===== config.mk =====
export PLATFORM = sky130hd
export DESIGN_NAME = branch_unit
export DESIGN_NICKNAME = d
export VERILOG_FILES = /design/src/rtl/branch_unit.sv
export SDC_FILE = /design/constraint.sdc
export NUM_CORES = 1
export LEC_CHECK = 0
export ABC_AREA = 1
export ABC_CLOCK_PERIOD_IN_PS = 3100
export BUFFER_PORTS_ARGS = -buffer_cell sky130_fd_sc_hd__buf_4
export CAP_MARGIN = 20
export CORE_MARGIN = 2
export CORE_UTILIZATION = 35
export DETAILED_ROUTE_END_ITERATION = 10
export GPL_TIMING_DRIVEN = 0
export PLACE_DENSITY = 0.65
export SLEW_MARGIN = 15
export SYNTH_ARGS = -nofsm -noshare
export SYNTH_HDL_FRONTEND = slang
export SYNTH_SLANG_ARGS = --single-unit

===== constraint.sdc =====
create_clock -name clk -period 3.1 [get_ports clk]
set_input_delay 0.93 -clock clk [delete_from_list [all_inputs] [get_ports clk]]
set_output_delay 0.93 -clock clk [all_outputs]
set_load 0.01 [all_outputs]

===== src/rtl/branch_unit.sv =====
// Per-thread PC / condition-code unit: NZP capture in UPDATE, next-PC selection in EXECUTE.
// Define BRANCH_UNIT_CALL_STACK_EN to build the call/return address stack and stack_fault.
module branch_unit #(
    parameter int PROGRAM_MEM_ADDR_BITS = 8,
    parameter int STACK_DEPTH           = 4
) (
    input  logic                             clk,
    input  logic                             reset,
    input  logic                             enable,
    input  logic [2:0]                       core_state,
    input  logic [2:0]                       decoded_nzp,
    input  logic [PROGRAM_MEM_ADDR_BITS-1:0] decoded_immediate,
    input  logic                             decoded_nzp_write_enable,
    input  logic                             decoded_pc_mux,
    input  logic                             decoded_call,
    input  logic                             decoded_ret,
    input  logic [7:0]                       alu_out,
    input  logic [PROGRAM_MEM_ADDR_BITS-1:0] current_pc,
    output logic [PROGRAM_MEM_ADDR_BITS-1:0] next_pc,
    output logic [2:0]                       nzp,
    output logic                             stack_fault
);
    localparam int          AW         = PROGRAM_MEM_ADDR_BITS;
    localparam logic [2:0]  ST_EXECUTE = 3'b101;
    localparam logic [2:0]  ST_UPDATE  = 3'b110;

    logic [AW-1:0] next_pc_q, next_pc_d;
    logic [2:0]    nzp_q, nzp_d;
    logic [AW-1:0] pc_inc;
    logic          take_branch;
    logic          do_execute;
    logic          do_update;

    // Only the compare flags matter; upper result bits are ignored.
    logic [4:0]    unused_alu_hi;
    assign unused_alu_hi = alu_out[7:3];

    assign pc_inc      = current_pc + AW'(1);
    assign take_branch = decoded_pc_mux && (|(nzp_q & decoded_nzp));
    assign do_execute  = enable && (core_state == ST_EXECUTE);
    assign do_update   = enable && (core_state == ST_UPDATE) && decoded_nzp_write_enable;

`ifdef BRANCH_UNIT_CALL_STACK_EN
    localparam int IDXW = $clog2(STACK_DEPTH);
    localparam int SPW  = IDXW + 1;

    logic [AW-1:0]   stack_q [STACK_DEPTH];
    logic [SPW-1:0]  sp_q, sp_d;
    logic            fault_q, fault_d;
    logic            push_en;
    logic            stack_full;
    logic            stack_empty;
    logic [IDXW-1:0] top_idx;
    logic [IDXW-1:0] push_idx;
    logic [SPW-1:0]  sp_dec;

    assign stack_full  = (sp_q == SPW'(STACK_DEPTH));
    assign stack_empty = (sp_q == '0);
    assign sp_dec      = sp_q - SPW'(1);
    assign top_idx     = sp_dec[IDXW-1:0];
    assign push_idx    = sp_q[IDXW-1:0];
`else
    logic [1:0] unused_call_ret;
    localparam int stack_depth_unused = STACK_DEPTH;
    assign unused_call_ret = {decoded_call, decoded_ret};
`endif

    always_comb begin
        next_pc_d = next_pc_q;
        nzp_d     = nzp_q;
`ifdef BRANCH_UNIT_CALL_STACK_EN
        sp_d      = sp_q;
        fault_d   = fault_q;
        push_en   = 1'b0;
`endif
        // {N,Z,P} <- {lt,eq,gt}
        if (do_update)
            nzp_d = {alu_out[0], alu_out[1], alu_out[2]};

        if (do_execute) begin
            next_pc_d = take_branch ? decoded_immediate : pc_inc;
`ifdef BRANCH_UNIT_CALL_STACK_EN
            // ret outranks call; faults fall through to sequential execution.
            if (decoded_ret) begin
                if (!stack_empty) begin
                    sp_d      = sp_dec;
                    next_pc_d = stack_q[top_idx];
                end else begin
                    next_pc_d = pc_inc;
                    fault_d   = 1'b1;
                end
            end else if (decoded_call) begin
                if (!stack_full) begin
                    push_en   = 1'b1;
                    sp_d      = sp_q + SPW'(1);
                    next_pc_d = decoded_immediate;
                end else begin
                    next_pc_d = pc_inc;
                    fault_d   = 1'b1;
                end
            end
`endif
        end
    end

    always_ff @(posedge clk) begin
        if (reset) begin
            next_pc_q <= '0;
            nzp_q     <= 3'b000;
`ifdef BRANCH_UNIT_CALL_STACK_EN
            sp_q      <= '0;
            fault_q   <= 1'b0;
`endif
        end else begin
            next_pc_q <= next_pc_d;
            nzp_q     <= nzp_d;
`ifdef BRANCH_UNIT_CALL_STACK_EN
            sp_q      <= sp_d;
            fault_q   <= fault_d;
`endif
        end
    end

`ifdef BRANCH_UNIT_CALL_STACK_EN
    // Stack storage needs no reset; only entries below sp are ever read.
    always_ff @(posedge clk) begin
        if (push_en && !reset)
            stack_q[push_idx] <= pc_inc;
    end

    assign stack_fault = fault_q;
`else
    assign stack_fault = 1'b0;
`endif

    assign next_pc = next_pc_q;
    assign nzp     = nzp_q;

endmodule


==> impl_results.md <==
- Status: finished, final reports clean
- Synth Area in XOR/XNOR: 0.0236
- Final #Nets: 206
- Postcts setup bufs: 0
- Buffers & Inverters on Critical Path: 1
- DRT iter0 DRCs: 14
- Most common cell in the synthesized netlist: nand2_1
- Clock tree root driver cell: clkbuf_4
- Vias in the first global route: 764
- Via count: 842
- Clock Latency Late Sink: 0.26 ns
- Post-route cell area: 0.00110 mm²
- Syn_area_per_cell: 6.03 µm²
- Post-synthesis register bit count: 11
- Gpl congestion: 0.825
- Largest net degree at the start of global routing: 11
- # IOs: 49
- Synth area leaders: dfxtp_1 (30%), nand2_1 (20%), inv_1 (10%), nand3_1 (9.4%), nor2_1 (7.1%)
- Max-slew violations: 0
- Crit path required time: 2.17 ns
- Synthesized net count: 161
- Fin crit share: 0.542
- Initial Utilization: 0.374
- Die H: 50.0 µm
- Core ar.: 0.00198 mm²
- Reg clk slew, reported paths: 0.07 ns
- Drt wl/cell: 9.07 µm
- Post-route ant nets: 0
- Asr flop ratio synth: 0
- CP max-delay cell: dfxtp_1
- DP Area: 0.00108 mm²
- Post-synth top flop: dfxtp_1
- Max Freq: 595 MHz
- Clock buffer count from CTS: 3
- Synth area leader: dfxtp_1
- Port buffer count: 40
- Clk buf depth: 2
- Chip Width: 50.0 µm
- Fillers: 208
- Antenna cells: 0
- Adder-cell share of the synthesized area: 0.0169
- Post-CTS sizing: 0
- Top cells by count, synth: nand2_1 (40), inv_1 (20), nand3_1 (14), nor2_1 (14), dfxtp_1 (11)
- H-tree depth: 1
- Crit path launch type: flip-flop
- Final worst slack: 1.42 ns
- Die ar.: 0.00250 mm²
- Max Cap Viol: 0
- Dpl ws: 1.22 ns
- CP cell instances: buf_4
- Post-synth EDFFs: 0
- Clock sinks: 11
- Row cnt: 16
- Worst vdd ir: 0.189 mV
- Largest family of logic cells by synthesized area: simple AND/OR/NAND/NOR gates
- Initial antenna violation count: 0
- Pwr/cell area: 288 mW/mm²
- Pleak: 0.613 nW
- Unrepaired setup endpoints after global routing: no
- Area fraction of the dominant cell type after synthesis: 0.297
- Hpwl dp: 1.43 mm
- Mapped Cells: 123
- CTS tree: yes
- Clock Skew: 0.00551 ns
- Crit. End Element: output pin
- CP delay by family, top: flip-flops
- Synth warn: 0
- GRT overflow: 0
- Final Hold Vio Count: 0
- Arrival time at the worst endpoint: 0.75 ns
- Min-delay worst type: reg -> reg
- Cell area after synthesis: 742 µm²
- DRC Markers: 0
- Gr usage total: 0.154
- CP Max Fanout: 3
- Post-layout minimum cycle time: 1.68 ns
- Hold-fix buffers at CTS: 0
- Layout overhead on the synthesized area: 48.6%
- Post-Synth Simple-Gate Area: 0.450
- Largest stage delay, worst path: 0.36 ns
- Post-synthesis mux area share: 0
- First-pass GRT wire length: 3.02 mm
- TNS Setup: 0 ns
- Critical path class: reg -> out
- Total routed wirelength: 1.76 mm
- Layout cells sized above 1: 0.317
- Drt first pass iters: 4
- Seq/Total Area, Yosys: 0.297
- Compound-Gate Fraction of Synth Area: 0.0607
- Final setup fails: 0
- Drt via density: 4.34
- Netlist cell types: 19
## stage by stage
step | total power, W | util | instances | hold slack, ns
2_1_floorplan | 0.000181 | - | 123 | 0.486
6_report | 0.000317 | 0.556 | 194 | 0.470
5_1_grt | 0.000340 | 0.556 | 194 | 0.487
3_3_place_gp | 0.000223 | 0.543 | 190 | 0.457
4_1_cts | 0.000322 | 0.556 | 194 | 0.472
3_5_place_dp | 0.000224 | 0.543 | 190 | 0.461
## sequential cells by signal (all words and copies together), names as in the netlist
register,flops
next_pc,8
nzp,3
## routing by layer
metal / up-vias / routed length [µm] / global-route usage
li1: 463 / - / -
met1: 349 / 866 / 0.197
met2: 28 / 742 / 0.243
met3: 2 / 135 / 0.0364
met4: 0 / 16 / 0.0694
met5: - / 0 / 0
## report_power, final
group | internal [W] | switching [W] | leakage [nW]
Clock | 0.0000497 | 0.0000467 | 0.0150
Sequential | 0.000145 | 0.00000195 | 0.0891
Combinational | 0.0000413 | 0.0000325 | 0.509
## area by class of cell
| type | instances | area [µm²] | area share |
|---|---|---|---|
| well taps | 27 | 33.8 | 0.0306 |
| repair buffers | 40 | 300 | 0.272 |
| clock buffers | 4 | 26.3 | 0.0238 |
| flip-flops and latches | 11 | 220 | 0.200 |
| inverters | 21 | 78.8 | 0.0715 |
| multi-input cells | 88 | 413 | 0.375 |
| plain buffers | 3 | 30.0 | 0.0272 |
## cell families after synthesis
logic type	after synthesis
other	1
XOR/XNOR	2
AO/OA/AOI/OAI	9
flip-flops	11
buffers and inverters	24
adder cells (fa/ha/maj)	1
AND/OR/NAND/NOR	75
## final timing paths
path / startpoint / endpoint / slack (ns) / depth (start not counted)
setup / recovery: nzp[0] / nzp[0] / 1.42 / 1
hold / removal: next_pc[6] / next_pc[6] / 0.47 / 2
setup reg to reg: nzp[2] / next_pc[3] / 1.96 / 8
hold reg to reg: next_pc[6] / next_pc[6] / 0.47 / 2
## cells in the final DEF (no fill, tap or decap)
| cell type | netlist | routed |
|---|---|---|
| nor2_1 | 14 | 14 |
| xor2_1 | 1 | 1 |
| xnor2_1 | 1 | 1 |
| nand3_1 | 14 | 14 |
| buf_4 | 1 | 41 |
| ha_1 | 1 | 1 |
| inv_2 | 1 | 1 |
| buf_6 | 2 | 2 |
| nor3_4 | 1 | 1 |
| o21ai_0 | 3 | 3 |
| clkbuf_1 | 0 | 1 |
| clkbuf_4 | 0 | 3 |
| nand4_1 | 1 | 1 |
| nor2_2 | 1 | 1 |
| a21oi_1 | 6 | 6 |
| nand2_2 | 2 | 2 |
| dfxtp_1 | 11 | 11 |
| conb_1 | 1 | 1 |
| inv_1 | 20 | 20 |
| nand3_2 | 2 | 2 |
| nand2_1 | 40 | 40 |
(Power assumes the default switching activity.)
